## config.mk

```make
export PLATFORM = sky130hd
export DESIGN_NAME = mult_arb
export DESIGN_NICKNAME = d
export VERILOG_FILES = /design/src/rtl/mult_arb.sv
export SDC_FILE = /design/constraint.sdc
export NUM_CORES = 1
export LEC_CHECK = 0
export ABC_AREA = 1
export CAP_MARGIN = 0
export CORE_AREA = 3 3 64 66
export CTS_CLUSTER_DIAMETER = 100
export DETAILED_ROUTE_END_ITERATION = 12
export DIE_AREA = 0 0 67 69
export DONT_BUFFER_PORTS = 1
export GPL_ROUTABILITY_DRIVEN = 0
export GPL_TIMING_DRIVEN = 0
export HOLD_SLACK_MARGIN = 0.08
export PLACE_DENSITY = 0.69
export SETUP_SLACK_MARGIN = 0.02
export SKIP_CTS_REPAIR_TIMING = 1
export SLEW_MARGIN = 25
export SYNTH_ARGS = -nofsm -noshare
export SYNTH_HDL_FRONTEND = slang
export SYNTH_SLANG_ARGS = --single-unit
```

## constraint.sdc

```tcl
create_clock -name clk -period 1.9 [get_ports clk]
set_clock_uncertainty 0.15 [all_clocks]
set_input_delay 0.38 -clock clk [delete_from_list [all_inputs] [get_ports clk]]
set_output_delay 0.38 -clock clk [all_outputs]
set_load 0.02 [all_outputs]
```

## src/rtl/mult_arb.sv

```systemverilog
// mult_arb: two-requester round-robin front end for a shared 4x4 shift-add
// multiplier. It accepts one operand pair at a time, holds the operands on
// m_a/m_b, pulses m_init, waits for m_done and hands the product back to the
// requester that owns the operation. A watchdog turns a hung operation into
// an error result so a dead multiplier can never wedge the requesters.
module mult_arb #(
  parameter int TIMEOUT = 32
) (
  input  logic       clk,
  input  logic       rst,

  input  logic       req0_valid,
  input  logic [3:0] req0_a,
  input  logic [3:0] req0_b,
  output logic       req0_ready,

  input  logic       req1_valid,
  input  logic [3:0] req1_a,
  input  logic [3:0] req1_b,
  output logic       req1_ready,

  output logic       res0_valid,
  output logic [7:0] res0_pp,
  output logic       res0_err,

  output logic       res1_valid,
  output logic [7:0] res1_pp,
  output logic       res1_err,

  output logic       m_init,
  output logic [3:0] m_a,
  output logic [3:0] m_b,
  input  logic       m_done,
  input  logic [7:0] m_pp,

  output logic       busy
);

  localparam logic [7:0] TIMEOUT_V = 8'(TIMEOUT);

  typedef enum logic [2:0] {
    S_IDLE,
    S_LAUNCH,
    S_WAIT,
    S_RESULT,
    S_RELEASE,
    S_ABORT
  } state_t;

  state_t     state_q, state_d;
  logic       last_grant_q, last_grant_d;
  logic       owner_q, owner_d;
  logic [3:0] a_q, a_d;
  logic [3:0] b_q, b_d;
  logic [7:0] timer_q, timer_d;

  logic       res0_valid_q, res0_valid_d;
  logic [7:0] res0_pp_q, res0_pp_d;
  logic       res0_err_q, res0_err_d;
  logic       res1_valid_q, res1_valid_d;
  logic [7:0] res1_pp_q, res1_pp_d;
  logic       res1_err_q, res1_err_d;

  logic       grant0, grant1;
  logic       accept;
  logic [7:0] timer_inc;
  logic       timeout_hit;
  logic       post_result;
  logic [7:0] post_pp;
  logic       post_err;

  // Round-robin pick in IDLE; a lingering m_done from the last operation blocks everyone.
  always_comb begin
    grant0 = 1'b0;
    grant1 = 1'b0;
    if (state_q == S_IDLE && !m_done) begin
      if (req0_valid && req1_valid) begin
        if (last_grant_q) begin
          grant0 = 1'b1;
        end else begin
          grant1 = 1'b1;
        end
      end else if (req0_valid) begin
        grant0 = 1'b1;
      end else if (req1_valid) begin
        grant1 = 1'b1;
      end
    end
  end

  assign accept = grant0 | grant1;

  // Watchdog arithmetic: abort once the count would reach TIMEOUT, saturating at 255.
  always_comb begin
    timer_inc   = (timer_q == 8'hFF) ? timer_q : timer_q + 8'd1;
    timeout_hit = (timer_inc >= TIMEOUT_V);
  end

  // Sequencer next state, operand capture, timer and the result to post this cycle.
  always_comb begin
    state_d      = state_q;
    last_grant_d = last_grant_q;
    owner_d      = owner_q;
    a_d          = a_q;
    b_d          = b_q;
    timer_d      = timer_q;
    post_result  = 1'b0;
    post_pp      = 8'd0;
    post_err     = 1'b0;

    case (state_q)
      S_IDLE: begin
        if (accept) begin
          owner_d      = grant1;
          last_grant_d = grant1;
          a_d          = grant1 ? req1_a : req0_a;
          b_d          = grant1 ? req1_b : req0_b;
          state_d      = S_LAUNCH;
        end
      end

      S_LAUNCH: begin
        timer_d = 8'd0;
        state_d = S_WAIT;
      end

      S_WAIT: begin
        timer_d = timer_inc;
        if (m_done) begin
          post_result = 1'b1;
          post_pp     = m_pp;
          state_d     = S_RESULT;
        end else if (timeout_hit) begin
          post_result = 1'b1;
          post_err    = 1'b1;
          state_d     = S_ABORT;
        end
      end

      S_RESULT: begin
        state_d = S_RELEASE;
      end

      S_RELEASE: begin
        if (!m_done) begin
          state_d = S_IDLE;
        end else begin
          timer_d = timer_inc;
          if (timeout_hit) begin
            post_result = 1'b1;
            post_err    = 1'b1;
            state_d     = S_ABORT;
          end
        end
      end

      S_ABORT: begin
        state_d = S_IDLE;
      end

      default: begin
        state_d = S_IDLE;
      end
    endcase
  end

  // Steer the posted result to the owner only; everything else is zero so outputs pulse cleanly.
  always_comb begin
    res0_valid_d = 1'b0;
    res0_pp_d    = 8'd0;
    res0_err_d   = 1'b0;
    res1_valid_d = 1'b0;
    res1_pp_d    = 8'd0;
    res1_err_d   = 1'b0;
    if (post_result) begin
      if (owner_q) begin
        res1_valid_d = 1'b1;
        res1_pp_d    = post_pp;
        res1_err_d   = post_err;
      end else begin
        res0_valid_d = 1'b1;
        res0_pp_d    = post_pp;
        res0_err_d   = post_err;
      end
    end
  end

  // Control state: FSM, arbitration history, owner and watchdog timer.
  always_ff @(posedge clk or negedge rst) begin
    if (!rst) begin
      state_q      <= S_IDLE;
      last_grant_q <= 1'b1;
      owner_q      <= 1'b0;
      timer_q      <= 8'd0;
    end else begin
      state_q      <= state_d;
      last_grant_q <= last_grant_d;
      owner_q      <= owner_d;
      timer_q      <= timer_d;
    end
  end

  // Operand latches: held until the next accept, never cleared on completion.
  always_ff @(posedge clk or negedge rst) begin
    if (!rst) begin
      a_q <= 4'd0;
      b_q <= 4'd0;
    end else begin
      a_q <= a_d;
      b_q <= b_d;
    end
  end

  // Registered result outputs for both requesters.
  always_ff @(posedge clk or negedge rst) begin
    if (!rst) begin
      res0_valid_q <= 1'b0;
      res0_pp_q    <= 8'd0;
      res0_err_q   <= 1'b0;
      res1_valid_q <= 1'b0;
      res1_pp_q    <= 8'd0;
      res1_err_q   <= 1'b0;
    end else begin
      res0_valid_q <= res0_valid_d;
      res0_pp_q    <= res0_pp_d;
      res0_err_q   <= res0_err_d;
      res1_valid_q <= res1_valid_d;
      res1_pp_q    <= res1_pp_d;
      res1_err_q   <= res1_err_d;
    end
  end

  assign req0_ready = grant0;
  assign req1_ready = grant1;
  assign res0_valid = res0_valid_q;
  assign res0_pp    = res0_pp_q;
  assign res0_err   = res0_err_q;
  assign res1_valid = res1_valid_q;
  assign res1_pp    = res1_pp_q;
  assign res1_err   = res1_err_q;
  assign m_init     = (state_q == S_LAUNCH);
  assign m_a        = a_q;
  assign m_b        = b_q;
  assign busy       = (state_q != S_IDLE);

endmodule

```

==> results of run 1 <==
[logic make-up (layout without fill, tap and decap cells)]
| logic type | count (synthesis) | after routing | share of synthesized area (%) |
|---|---|---|---|
| AOI/OAI and AO/OA | 24 | 24 | 7.62 |
| DFF | 41 | 41 | 54.4 |
| buffers and inverters | 29 | 55 | 6.95 |
| adders and majority gates | 1 | 1 | 0.662 |
| and+or+nand+nor | 115 | 115 | 30.4 |
[power by group through the flow]
stage | sequential (µW) | combinational (µW) | clock (µW)
5_1_grt | 1450 | 1290 | 897
4_1_cts | 1410 | 1000 | 862
3_3_place_gp | 1420 | 980 | 0
3_5_place_dp | 1430 | 998 | 0
6_report | 1420 | 1140 | 840
2_1_floorplan | 1390 | 840 | 0
[metrics by stage]
| step | hold WS [ns] | std cells | utilization [%] | setup slack, ns |
|---|---|---|---|---|
| floorplan | -0.0656 | 210 | - | 0.134 |
| global placement | -0.0646 | 258 | 53.7 | 0.0704 |
| detailed placement | -0.0646 | 258 | 53.7 | 0.0564 |
| CTS | -0.390 | 266 | 57.4 | -0.281 |
| global route | 0.0804 | 284 | 63.5 | -0.0958 |
| finish | 0.0649 | 284 | 63.5 | -0.0389 |
[cell usage after synthesis, drive strengths merged]
cell type	count	share of area, %
nand2	55	13
dfrtp	40	53
nor2	36	8.5
inv	24	4.9
nand3	22	8.5
o21ai	10	3.2
a21oi	8	2.1
a31oi	3	0.99
buf	2	1.4
clkbuf	2	0.40
nor3	2	0.79
o22ai	2	0.66
clkinv	1	0.26
dfstp	1	1.4
ha	1	0.66
o21bai	1	0.60
[final cells by class]
class | instances | area share [%]
inverters | 25 | 4.39
clock buffers | 5 | 2.98
repair buffers | 18 | 8.24
multi-input cells | 140 | 32.7
well taps | 48 | 2.60
clock inverters | 3 | 2.98
flip-flops and latches | 41 | 44.6
plain buffers | 4 | 1.46
[per-layer routing]
layer / vias up / share of wire, %
li1: 713 / -
met1: 648 / 43
met2: 44 / 50
met3: 4 / 6.9
met4: 0 / 0.94
met5: - / 0
[worst max-delay path by stage]
stage / start / endpoint / slack, ns / depth (start not counted)
finish: state_q[1] / req0_ready / -0.04 / 5
global route: state_q[1] / req0_ready / -0.1 / 5
CTS: state_q[0] / req0_ready / -0.28 / 5
detailed placement: state_q[0] / req0_ready / 0.06 / 5
global placement: state_q[0] / req0_ready / 0.07 / 5
floorplan: state_q[0] / req0_ready / 0.13 / 5
[state kept, by name, indices dropped and copies added, names as in the netlist]
name	cells
res0_err	1
m_a	4
last_grant_q	1
res1_valid	1
res0_pp	8
owner_q	1
res1_pp	8
res1_err	1
timer_q	8
state_q	3
m_b	4
res0_valid	1
==> reports/qor.yml, run 1 <==
num_vias: 1409
numCtsBuffers: 5
avgSynthCellArea_um2: 9.00
ios: 61
grt_max_degree: 42
crit_path_frequent_cell: "nor2_4"
grt_usage_pct: 16.4
io_buffer_count: 0
cp_num_buf_inv: 0
clkPwrFrac_pct: 24.7
power.static_leakage_uw: 0.00110
setup_viol: 2
final_common_cell: "nand2_1"
yosys_warnings: 0
p_per_area_nw_per_um2: 1470
rsz0062_at_grt: "true"
p_int_uw: 2030
setup_tns_ns: -0.0625
use_met1_pct: 22.3
seqPwrFrac_pct: 41.8
crit_required_ns: 1.37
r2r_slack_ns: 0.22
post_drt_wl_per_cell_um: 13.5
wirelength_mm: 3.85
slew_headroom_pct: 70.0
failed_checks: "setup timing"
use_met2_pct: 24.2
crit_fanout: 4
dieArea_um2: 4620
grt_pass1_wl_mm: 5.91
path_cells: "nor2_4 -> nand2_4 -> nor2_4 -> nand2_2 -> a21oi_4"
clock_latency_ns: 0.29
worstRegToRegCells: 11
dp_hpwl_mm: 2.61
nets: 265
nFillCells: 322
hold_viol_final: 0
final-seq-area_um2: 1030
max_stage_delay_ns: 0.41
cp_data_arrival_time_ns: 1.41
clock_path_buffers: 2
final_cell_area_um2: 2310
syn_area_um2: 1890
cp_slowest_cell: "dfrtp_1"
drive_gt1_share_pct: 24.6
die_h_um: 69
r2r_start: "state_q[1]"
period_share_pct: 102
hold_path_end: "m_a[1]"
busiest_layer: "met2"
dpl-instance-area_um2: 1950
vias_per_cell: 4.96
max_freq_ghz: 0.516
multi_input_area_um2: 754
grt_use_met3_pct: 6.51
clkTransAtPathRegs_ns: 0.08
worstHoldStart: "req1_a[1]"
grt_antenna_before_repair: 0
diodes: 0
first_pass_iters: 4
first_global_vias: 1333
timing.rr.end: "timer_q[2]"
min_period_ns: 1.94
crit_type: "reg -> out"
worst_path_dominant_cell_family: "simple AND/OR/NAND/NOR gates"
drt-initial-drc-count: 87
critPathCaptureType: "primary output"
combPwrFrac_pct: 33.5
status: "finished with violations"
net-switching-power_uw: 1360
tightest_slew_ns: 0.450
htree_levels: 2
total_power_uw: 3390
syn_nets: 240
clockRootBuffer: "clkbuf_8"
yosysUniqueCellTypes: 27
start_util_pct: 52.0
netSwitchingFraction_pct: 40.2
cap_viol_max_count: 0
flow.area_growth_from_synthesis_pct: 22.1
final_cell_mix: "nand2_1 (45), dfrtp_1 (38), nor2_1 (30)"
seq_area_frac_synth_pct: 54.4
post-route-drc-count: 0
die_w_um: 67
detail-route-antenna-nets: 0
vdd_drop_max_mv: 0.803
ys_ff_latch: 41
hold_depth: 2
layout_setup_ws_ns: -0.0389
worstSetupStartpointType: "flip-flop"
hold_class: "in -> reg"
overflow: 0
clock_sinks: 41
drv_slew: 0
core_area_um2: 3630
row_count: 22
synth_cells: 210
cts_tree: "built"
Note: power is estimated with default switching activity, not from simulation.
==> inputs of run 2 (changes only) <==
--- a/config.mk
+++ b/config.mk
@@ -7,15 +7,16 @@
 export LEC_CHECK = 0
 export ABC_AREA = 1
 export CAP_MARGIN = 0
-export CORE_AREA = 3 3 64 66
+export CORE_AREA = 2 2 63 65
 export CTS_CLUSTER_DIAMETER = 100
 export DETAILED_ROUTE_END_ITERATION = 12
-export DIE_AREA = 0 0 67 69
+export DIE_AREA = 0 0 65 67
 export DONT_BUFFER_PORTS = 1
 export GPL_ROUTABILITY_DRIVEN = 0
 export GPL_TIMING_DRIVEN = 0
 export HOLD_SLACK_MARGIN = 0.08
 export PLACE_DENSITY = 0.69
+export RECOVER_POWER = 25
 export SETUP_SLACK_MARGIN = 0.02
 export SKIP_CTS_REPAIR_TIMING = 1
 export SLEW_MARGIN = 25
==> run 2 against run 1 <==
  * The flow still finishes with violations (setup timing)
  * Highest routed layer unchanged
  * Critical path type unchanged
  * Routed wire length is 6.5% lower
  * Die area is 5.8% lower
  * Largest power group unchanged
  * Cell count is 0.70% higher
  * Critical path depth stayed put
  * Utilization is 0.56 points lower
  * Hold slack worse by 0.00080 ns
==> reports/qor.yml, run 2 (synthesis gave the netlist of run 1 again) <==
dieArea_um2: 4360  # -5.8%
numCtsBuffers: 5  # unchanged
worst_path_dominant_cell_family: "simple AND/OR/NAND/NOR gates"
cp_data_arrival_time_ns: 1.39  # -0.02 ns
grt_usage_pct: 17.6  # +1.3 points
worstRegToRegCells: 9  # -2
clockRootBuffer: "clkbuf_8"
combPwrFrac_pct: 35.4  # +1.9 points
r2r_slack_ns: 0.26  # +0.04 ns
failed_checks: "setup timing"
cap_viol_max_count: 0  # unchanged
power.static_leakage_uw: 0.00109  # -0.81%
start_util_pct: 52.4  # +0.40 points
cp_slowest_cell: "dfrtp_1"
overflow: 0  # unchanged
post_drt_wl_per_cell_um: 12.6  # -7.1%
rsz0062_at_grt: "true"
wirelength_mm: 3.60  # -6.5%
flow.area_growth_from_synthesis_pct: 20.1
grt_antenna_before_repair: 0  # unchanged
worstSetupStartpointType: "flip-flop"
post-route-drc-count: 0  # unchanged
final_common_cell: "nand2_1"
holdWs_ns: 0.0641  # -0.000796 ns
num_vias: 1403  # -0.43%
first_pass_iters: 4  # unchanged
die_h_um: 67  # -2.9%
seqPwrFrac_pct: 44.5  # +2.7 points
drt-initial-drc-count: 133  # +53%
p_int_uw: 1820  # -10%
max_freq_ghz: 0.522  # +1.2%
status: "finished with violations"
clock_path_buffers: 2  # unchanged
grt_max_degree: 42  # unchanged
first_global_vias: 1238  # -7.1%
final_cell_mix: "nand2_1 (45), dfrtp_1 (40), nor2_1 (30)"
path_depth: 5  # unchanged
diodes: 0  # unchanged
clock_sinks: 41  # unchanged
dpl-instance-area_um2: 1950  # unchanged
p_per_area_nw_per_um2: 1400  # -4.8%
layout_setup_ws_ns: -0.0163  # +0.0226 ns
period_share_pct: 101  # -1.2 points
timing.rr.end: "state_q[0]"
hold_class: "in -> reg"
hold_viol_final: 0  # unchanged
crit_path_end: "req0_ready"
crit_required_ns: 1.37  # about the same
detail-route-antenna-nets: 0  # unchanged
drv_slew: 0  # unchanged
vias_per_cell: 4.91  # -1.1%
netSwitchingFraction_pct: 42.6  # +2.4 points
clkPwrFrac_pct: 20.1  # -4.6 points
net-switching-power_uw: 1350  # -0.78%
grt_use_met3_pct: 7.26  # +0.75 points
grt_pass1_wl_mm: 5.69  # -3.7%
row_count: 22  # unchanged
tightest_slew_ns: 0.969  # +0.519 ns
ios: 61  # unchanged
drive_gt1_share_pct: 23.1  # -1.5 points
use_met2_pct: 27.7  # +3.5 points
min_period_ns: 1.92  # -0.0226 ns
r2r_start: "timer_q[0]"
crit_path_start: "state_q[1]"
busiest_layer: "met2"
max_stage_delay_ns: 0.42  # about the same
core_area_um2: 3610  # -0.76%
clock_latency_ns: 0.29  # about the same
critPathCaptureType: "primary output"
die_w_um: 65  # -3.0%
crit_fanout: 4  # unchanged
nets: 267  # +0.75%
crit_type: "reg -> out"
io_buffer_count: 0  # unchanged
final_cell_area_um2: 2270  # -1.6%
vdd_drop_max_mv: 0.844  # +5.2%
path_cells: "nor2_4 -> nand2_4 -> nor2_4 -> nand2_2 -> a21oi_4"
hold_depth: 2  # unchanged
nFillCells: 296  # -8.1%
slew_headroom_pct: 35.4  # -35 points
cp_num_buf_inv: 0  # unchanged
dp_hpwl_mm: 2.51  # -4.0%
cts_tree: "built"
htree_levels: 2  # unchanged
use_met1_pct: 21.5  # -0.82 points
setup_viol: 2  # unchanged
clkTransAtPathRegs_ns: 0.08  # about the same
crit_path_frequent_cell: "nor2_4"
-- run 2: changes by cell type in the layout (fill, tap and decap cells not counted), sizes merged --
cell | before | now
dlygate4sd3 | 14 | 16
buf | 6 | 5
clkbuf | 7 | 10
bufinv | 2 | 0
-- run 2: final cells by class --
class / count / area, µm² / share of cell area [%]
Buffer: 4 / 33.8 / 1.49
Timing Repair Buffer: 20 / 188 / 8.27
Clock buffer: 7 / 96.3 / 4.24
Sequential cell: 41 / 1030 / 45.3
Inverter: 25 / 101 / 4.47
Clock inverter: 1 / 8.76 / 0.386
Tap cell: 48 / 60.1 / 2.65
Multi-Input combinational cell: 140 / 754 / 33.2
-- run 2: per-stage QoR --
step	TNS [ns]	util [%]	total power (µW)	setup slack, ns	instances
after global routing	-0.180	62.9	3420	-0.0949	286
final	-0.0296	62.9	3180	-0.0163	286
after global placement	0	54.1	2410	0.0520	258
after floorplan	0	-	2230	0.134	210
after detailed placement	0	54.1	2430	0.0391	258
after CTS	-0.420	57.0	3070	-0.297	266
-- run 2: layer usage --
metal,wire [µm],part of all wire [%],vias to the layer above
li1,-,-,717
met1,1620,45,630
met2,1660,46,49
met3,253,7.0,7
met4,60,1.7,0
met5,0,0,-
-- run 2: worst min-delay path by stage --
stage / slack (ns) / end / startpoint
2_1_floorplan: -0.07 / m_a[0] / rst
3_3_place_gp: -0.06 / m_b[0] / rst
3_5_place_dp: -0.06 / m_b[0] / rst
4_1_cts: -0.39 / m_b[1] / rst
5_1_grt: 0.07 / m_a[0] / req0_a[0]
6_report: 0.06 / m_b[1] / req1_b[1]
-- run 2: power by group through the flow --
stage | combinational (µW) | sequential, µW | clock (µW)
global route | 1280 | 1450 | 685
CTS | 1000 | 1410 | 655
detailed placement | 1000 | 1430 | 0
floorplan | 840 | 1390 | 0
global placement | 984 | 1420 | 0
finish | 1120 | 1410 | 640
==> inputs of run 3 (changes only) <==
==> constraint.sdc (replaced) <==
create_clock -name clk -period 2.07 [get_ports clk]
set_clock_uncertainty 0.15 [all_clocks]
set_input_delay 0.414 -clock clk [delete_from_list [all_inputs] [get_ports clk]]
set_output_delay 0.414 -clock clk [all_outputs]
set_load 0.02 [all_outputs]
==> run 3 against run 2 <==
  * The run now ends clean
  * Count of clock-buffer cells in the layout did not move
  * Via count fell by 5.1%
  * Worst setup slack improved by 0.10 ns
  * Sequential cell count did not move
  * Register-to-register slack improved by 0.17 ns
  * Utilization fell by 4.5 points
  * Die area did not move
  * Global-route usage did not move
  * Cell count fell by 5.2%
  * Power fell by 9.8%
  * Clock power fell by 8.9%
  * Sequential power fell by 9%
==> reports/qor.yml, run 3 (synthesis gave the netlist of run 1 again) <==
cts_tree: "built"
clockRootBuffer: "clkbuf_8"
hold_path_end: "res0_pp[5]"
worstHoldStart: "m_pp[5]"
wirelength_mm: 3.43  # -4.8%
r2r_slack_ns: 0.43  # +0.17 ns
crit_fanout: 4  # unchanged
tightest_slew_ns: 0.976  # +0.00635 ns
use_met2_pct: 27.7  # unchanged
core_area_um2: 3610  # unchanged
hold_depth: 2  # unchanged
hold_class: "in -> reg"
dieArea_um2: 4360  # unchanged
detail-route-antenna-nets: 0  # unchanged
numCtsBuffers: 5  # unchanged
dp_hpwl_mm: 2.51  # unchanged
final_common_cell: "nand2_1"
ios: 61  # unchanged
crit_type: "reg -> out"
diodes: 0  # unchanged
min_period_ns: 1.98
first_pass_iters: 5  # +1
first_global_vias: 1238  # unchanged
p_int_uw: 1650  # -9.7%
cp_data_arrival_time_ns: 1.42  # +0.03 ns
power.static_leakage_uw: 0.00103  # -5.8%
hold_viol_final: 0  # unchanged
fin_cells: 271  # -5.2%
seqPwrFrac_pct: 45.1  # +0.6 points
worstRegToRegCells: 9  # unchanged
grt_pass1_wl_mm: 5.69  # unchanged
crit_required_ns: 1.51  # +0.14 ns
clock_sinks: 41  # unchanged
nets: 252  # -5.6%
busiest_layer: "met2"
post_drt_wl_per_cell_um: 12.6  # +0.46%
period_share_pct: 95.8
cap_viol_max_count: 0  # unchanged
drive_gt1_share_pct: 24.2  # +1.1 points
drv_slew: 0  # unchanged
vias_per_cell: 4.92  # +0.19%
dp_slack_ns: 0.175  # +0.136 ns
setup_tns_ns: 0  # +0.0296 ns
start_util_pct: 52.4  # unchanged
timing.rr.end: "state_q[0]"
post-route-drc-count: 0  # unchanged
flow.area_growth_from_synthesis_pct: 11.6
row_count: 22  # unchanged
grt_max_degree: 42  # unchanged
overflow: 0  # unchanged
grt_usage_pct: 17.6  # unchanged
r2r_start: "timer_q[0]"
status: "finished, final reports clean"
drt-initial-drc-count: 139  # +4.5%
p_per_area_nw_per_um2: 1360  # -2.9%
max_freq_ghz: 0.504
worstSetupStartpointType: "flip-flop"
critPathCaptureType: "primary output"
clock_path_buffers: 2  # unchanged
num_vias: 1332  # -5.1%
clkTransAtPathRegs_ns: 0.08  # about the same
vdd_drop_max_mv: 0.690  # -18%
netSwitchingFraction_pct: 42.5  # -0.077 points
path_cells: "nor2_2 -> nand2_4 -> nor2_4 -> nand2_1 -> a21oi_4"
cp_slowest_cell: "dfrtp_1"
grt_use_met3_pct: 7.26  # unchanged
die_w_um: 65  # unchanged
layout_setup_ws_ns: 0.0876  # +0.104 ns
final_cell_area_um2: 2110  # -7.1%
clock_latency_ns: 0.29  # about the same
dp.cells: 258  # unchanged
die_h_um: 67  # unchanged
rsz0062_at_grt: "false"
dpl-instance-area_um2: 1950  # unchanged
net-switching-power_uw: 1220  # -10%
utilization_pct: 58.5  # -4.5 points
grt_antenna_before_repair: 0  # unchanged
slew_headroom_pct: 35.0  # -0.42 points
htree_levels: 2  # unchanged
combPwrFrac_pct: 34.5  # -0.9 points
clkPwrFrac_pct: 20.4  # +0.3 points
max_stage_delay_ns: 0.40  # -0.02 ns
use_met1_pct: 21.5  # unchanged
io_buffer_count: 0  # unchanged
setup_viol: 0  # -2
nFillCells: 316  # +6.8%
final_cell_mix: "nand2_1 (46), dfrtp_1 (40), nor2_1 (30)"
[run 3: power groups by stage]
stage                     Clock [µW]  Combinational [µW]  Sequential (µW)
after detailed placement           0                 922             1310
final                            583                 989             1290
after CTS                        601                 921             1300
after global routing             629                1140             1330
after global placement             0                 904             1310
after floorplan                    0                 771             1270
[run 3: per-stage QoR]
stage          power [µW]  hold slack (ns)
3_5_place_dp         2230          -0.0307
3_3_place_gp         2210          -0.0305
5_1_grt              3090           0.0870
4_1_cts              2820           -0.357
6_report             2870            0.100
2_1_floorplan        2050          -0.0316
[run 3: area by class of cell]
class | instances | area (µm²) | area share [%]
Sequential cell | 41 | 1030 | 48.7
Multi-Input combinational cell | 140 | 747 | 35.4
Inverter | 25 | 97.6 | 4.63
Clock buffer | 7 | 96.3 | 4.57
Tap cell | 48 | 60.1 | 2.85
Timing Repair Buffer | 5 | 37.5 | 1.78
Buffer | 4 | 33.8 | 1.60
Clock inverter | 1 | 8.76 | 0.415
[run 3: how the worst max path moves through the flow]
stage / from / to / slack (ns) / cells after the start
2_1_floorplan: state_q[0] / req0_ready / 0.27 / 5
3_3_place_gp: state_q[0] / req0_ready / 0.19 / 5
3_5_place_dp: state_q[0] / req0_ready / 0.18 / 5
4_1_cts: state_q[0] / req0_ready / -0.16 / 5
5_1_grt: state_q[0] / req0_ready / 0.02 / 5
6_report: state_q[1] / req0_ready / 0.09 / 5
[run 3: routing by layer]
| metal | share of wire, % | up-vias |
|---|---|---|
| met1 | 45 | 589 |
| met3 | 8.1 | 7 |
| met5 | 0 | - |
| met4 | 1.7 | 0 |
| met2 | 46 | 48 |
| li1 | - | 688 |
[run 3: critical path: cells and delay by family, from the launching register on]
kind | cells | cell delay [ns]
simple gates | 4 | 0.52
flops | 1 | 0.40
compound gates | 1 | 0.19
